### config.mk
export PLATFORM = sky130hd
export DESIGN_NAME = shift_reg_univ
export DESIGN_NICKNAME = d
export VERILOG_FILES = /design/src/rtl/shift_reg_univ.sv
export SDC_FILE = /design/constraint.sdc
export NUM_CORES = 1
export LEC_CHECK = 0
export BUFFER_PORTS_ARGS = -buffer_cell sky130_fd_sc_hd__buf_4
export CAP_MARGIN = 20
export CELL_PAD_IN_SITES_DETAIL_PLACEMENT = 1
export CELL_PAD_IN_SITES_GLOBAL_PLACEMENT = 1
export CORE_AREA = 4 4 50 52
export CTS_CLUSTER_SIZE = 10
export DETAILED_ROUTE_END_ITERATION = 12
export DIE_AREA = 0 0 54 56
export HOLD_SLACK_MARGIN = 0.1
export PLACE_DENSITY = 0.77
export SLEW_MARGIN = 20
export SYNTH_ARGS = -nofsm -noshare
export SYNTH_HDL_FRONTEND = slang
export SYNTH_SLANG_ARGS = --single-unit
### constraint.sdc
create_clock -name CLK -period 3.5 [get_ports CLK]
set_input_delay 0.35 -clock CLK [delete_from_list [all_inputs] [get_ports CLK]]
set_output_delay 0.35 -clock CLK [all_outputs]
set_load 0.1 [all_outputs]
### src/rtl/shift_reg_univ.sv
// shift_reg_univ
// WIDTH-bit universal shift register: hold, shift left, shift right and
// parallel load, with clock enable, serial in/out at both ends and a
// saturating shift counter whose DONE flag marks a full word shifted since
// the last load or reset.
//
// Optional build macro: SHIFT_REG_UNIV_ROTATE_EN
//   defined   - ROT=1 during a shift recirculates the bit shifted out
//   undefined - ROT is ignored; shifts always take SIN_R / SIN_L
//
// Ports
//   CLK     clock, all state changes on the rising edge
//   RST     synchronous active-high reset (wins over EN and MODE)
//   EN      clock enable; 0 holds Q and CNT
//   MODE    00 hold, 01 shift left, 10 shift right, 11 parallel load
//   D       parallel load data
//   SIN_R   serial input entering bit 0 on a left shift
//   SIN_L   serial input entering bit WIDTH-1 on a right shift
//   ROT     rotate request (optional feature only)
//   Q       register contents
//   SOUT_L  Q[WIDTH-1]
//   SOUT_R  Q[0]
//   CNT     shifts since last load/reset, saturates at WIDTH
//   DONE    CNT == WIDTH
module shift_reg_univ #(
    parameter int                 WIDTH     = 8,
    parameter logic [WIDTH-1:0]   RESET_VAL = '0
) (
    input  logic                         CLK,
    input  logic                         RST,
    input  logic                         EN,
    input  logic [1:0]                   MODE,
    input  logic [WIDTH-1:0]             D,
    input  logic                         SIN_R,
    input  logic                         SIN_L,
    input  logic                         ROT,
    output logic [WIDTH-1:0]             Q,
    output logic                         SOUT_L,
    output logic                         SOUT_R,
    output logic [$clog2(WIDTH+1)-1:0]   CNT,
    output logic                         DONE
);

    localparam int                CW      = $clog2(WIDTH + 1);
    localparam logic [CW-1:0]     CNT_MAX = CW'(WIDTH);

    localparam logic [1:0] MODE_HOLD  = 2'b00;
    localparam logic [1:0] MODE_SHL   = 2'b01;
    localparam logic [1:0] MODE_SHR   = 2'b10;
    localparam logic [1:0] MODE_LOAD  = 2'b11;

    logic [WIDTH-1:0] q_reg;
    logic [CW-1:0]    cnt_reg;
    logic [CW-1:0]    cnt_inc;
    logic             fill_l;   // bit entering at position 0 on a left shift
    logic             fill_r;   // bit entering at position WIDTH-1 on a right shift

`ifdef SHIFT_REG_UNIV_ROTATE_EN
    always_comb begin
        fill_l = SIN_R;
        fill_r = SIN_L;
        if (ROT) begin
            fill_l = q_reg[WIDTH-1];
            fill_r = q_reg[0];
        end
    end
`else
    // ROT exists on the port list in every build but only the rotate build uses it.
    logic unused_rot;
    assign unused_rot = ROT;

    always_comb begin
        fill_l = SIN_R;
        fill_r = SIN_L;
    end
`endif

    // Counter saturates so DONE stays asserted once a full word has gone by.
    assign cnt_inc = (cnt_reg == CNT_MAX) ? cnt_reg : cnt_reg + CW'(1);

    always_ff @(posedge CLK) begin
        if (RST) begin
            q_reg   <= RESET_VAL;
            cnt_reg <= '0;
        end else if (EN) begin
            case (MODE)
                MODE_SHL: begin
                    q_reg   <= {q_reg[WIDTH-2:0], fill_l};
                    cnt_reg <= cnt_inc;
                end
                MODE_SHR: begin
                    q_reg   <= {fill_r, q_reg[WIDTH-1:1]};
                    cnt_reg <= cnt_inc;
                end
                MODE_LOAD: begin
                    q_reg   <= D;
                    cnt_reg <= '0;
                end
                MODE_HOLD: begin
                    q_reg   <= q_reg;
                    cnt_reg <= cnt_reg;
                end
                default: begin
                    q_reg   <= q_reg;
                    cnt_reg <= cnt_reg;
                end
            endcase
        end
    end

    assign Q      = q_reg;
    assign CNT    = cnt_reg;
    assign SOUT_L = q_reg[WIDTH-1];
    assign SOUT_R = q_reg[0];
    assign DONE   = (cnt_reg == CNT_MAX);

endmodule

==> results.ini <==
[global_routing]
grt_max_degree=17
grt_antenna_before_repair=0
grt_overflow=0
grt_use_total_pct=14.2
grt_pass1_wl_microns=3240
first_global_vias=702

[clock_tree]
clockBufferDepth=2
cts_max_level=1
postCtsHoldBufs=0
cts.clk_slew.worst_paths_ps=80
cts.sinks=12
post_cts_buffers=0
cts_buffers=3
cts_resized=0
cts-root-buf=clkbuf_4
cts_tree=yes
insertion_delay_ps=280

[floorplanning]
dieArea_sq_um=3020
dieHeight_microns=56
start_util_pct=32.3
die_w_microns=54
coreArea_sq_um=2110
io_pins=31
fp-row-count=17

[synthesis]
muxShareOfSynthArea_pct=0
synth_top_family_by_area=compound AO/OA/AOI/OAI gates
syn_area_per_cell_sq_um=8.29
synth_fa_ha_area_share_pct=9.21
syn_inst=82
synth.distinct_cells=21
syn_nets=103
synthSimpleGateAreaFrac_pct=21.7
synth_compound_area_share_pct=26.3
netlist_area_sq_um=679
ys_warn_count=0
synthXorXnorAreaFrac_pct=0
seq_area_frac_synth_pct=35.4
ys_ff_latch=12

[power]
leakage_nw=0.387
powerDensity_nw_per_um2=417
total_power_mw=0.383
vdd_drop_max_mv=0.210

[setup_path]
critPathSlowestCell=dfxtp_1
cp-start-kind=flop
r2r-end=CNT[1]$_SDFFE_PP0P_
path_cells=inv_1 > ha_1 > nand2_1 > nor2_1 > buf_4
crit_arrival_ps=1360
crit_type=reg -> out
critPathRequiredTime_ps=3150
path_max_fanout=7
r2r-start=CNT[0]$_SDFFE_PP0P_
ff2ff_path_depth=5
slowest_delay_ps=370
r2r_setup_slack_ps=1870
end_kind=output pin

[timing]
hold_viol=0
fin_crit_sh_pct=49.0
fin_ws_ps=1790
finClkSkew_ps=2.95
relSlewSlack_pct=30.2
final-max-slew-violation-count=0
fin_crit_ps=1710
fin_hold_ws_ps=343
rsz0062_at_grt=false
worst_pin_slew_ps=1050
setup_violations=0
tns_ps=0
fmaxAchievable_mhz=583

[layout]
antennaDiodeCount=0
fin_util_pct=43.7
drive_gt1_share_pct=31.8
final_common_cell=buf_4
synthToLayoutAreaGrowth_pct=35.4
nets=130
final_cell_mix=buf_4, dfxtp_1, nor2_1

[place]
hpwl_microns=1460
dp_slack_ps=1520
routabilityCongestion=0.663
portBuffers=29

[min_path]
timing.hold.worst_endpoint=Q[0]$_SDFFE_PP0P_
holdCritPathClass=in -> reg
hold_depth=3
worstHoldStart=SIN_R

[drt]
dr.first_iter.drc_count=14
dr.pass1.iters=4
drt-total-wl_microns=1990
drc=0
wl_per_cell_microns=14.7
vias_per_cell=5.33
num_vias=720
ant_nets=0

[run_status]
outcome=completed

[flow_run]
cap_violations=0

[Yosys cell counts, drive strengths merged]
cell type,instances,area (sq um)
and4b,1,13.8
or4,3,22.5
ha,5,62.6
inv,4,15.0
a311oi,8,70.1
buf,3,20.0
clkbuf,4,15.0
o21ai,3,15.0
nand2,9,33.8
dfxtp,12,240
a22oi,8,60.1
a21oi,4,20.0
nor2,11,41.3
nand2b,2,15.0
a31oi,1,6.26
or4b,1,10.0
nor2b,1,6.26
o31ai,1,7.51
nand3,1,5.00
[critical path, delay by kind of cell (launching register included)]
kind                     cells  cell delay, ps
adder cells (fa/ha/maj)      1             170
buffers and inverters        2             380
flip-flops                   1             370
AND/OR/NAND/NOR              2             160
[metal layers]
| layer | up-vias | wire length (microns) | part of all wire, % | global-route usage [%] |
|---|---|---|---|---|
| met5 | - | 0 | 0 | 0 |
| met4 | 0 | 19 | 0.96 | 5.34 |
| met3 | 2 | 84 | 4.2 | 3.22 |
| met2 | 18 | 960 | 48 | 21.5 |
| met1 | 350 | 922 | 46 | 19.3 |
| li1 | 350 | - | - | - |
[cell families (layout without fill, tap and decap cells)]
group,Yosys count,after routing
adders and majority gates,5,5
buffers and inverters,11,36
DFF,12,12
and+or+nand+nor,29,29
AOI/OAI and AO/OA,25,25
[cell type report]
class | count | area [sq um]
inverters | 4 | 15.0
clock buffers | 3 | 22.5
flip-flops and latches | 12 | 240
fillers | 254 | 1190
multi-input cells | 59 | 389
well taps | 28 | 35.0
repair buffers | 29 | 218
[worst max path at each step]
stage                              from                end
floorplan           CNT[3]$_SDFFE_PP0P_               DONE
global placement                MODE[0]  Q[3]$_SDFFE_PP0P_
detailed placement              MODE[0]  Q[3]$_SDFFE_PP0P_
CTS                 CNT[0]$_SDFFE_PP0P_               DONE
global route                    MODE[0]  Q[5]$_SDFFE_PP0P_
finish              CNT[0]$_SDFFE_PP0P_               DONE
[stage by stage]
stage	std cells	cell area, sq um
global placement	132	897
floorplan	82	679
finish	135	920
CTS	135	920
global route	135	920
detailed placement	132	897
[flip-flops by register name, summed over array words and instances (netlist names)]
register / cells
CNT: 4
Q: 8
[report_power, final]
part | switching, mW | internal [mW]
registers | 0.00958 | 0.145
logic | 0.105 | 0.0363
clock network | 0.0475 | 0.0399
No activity file was read; power rests on OpenSTA's default activity.
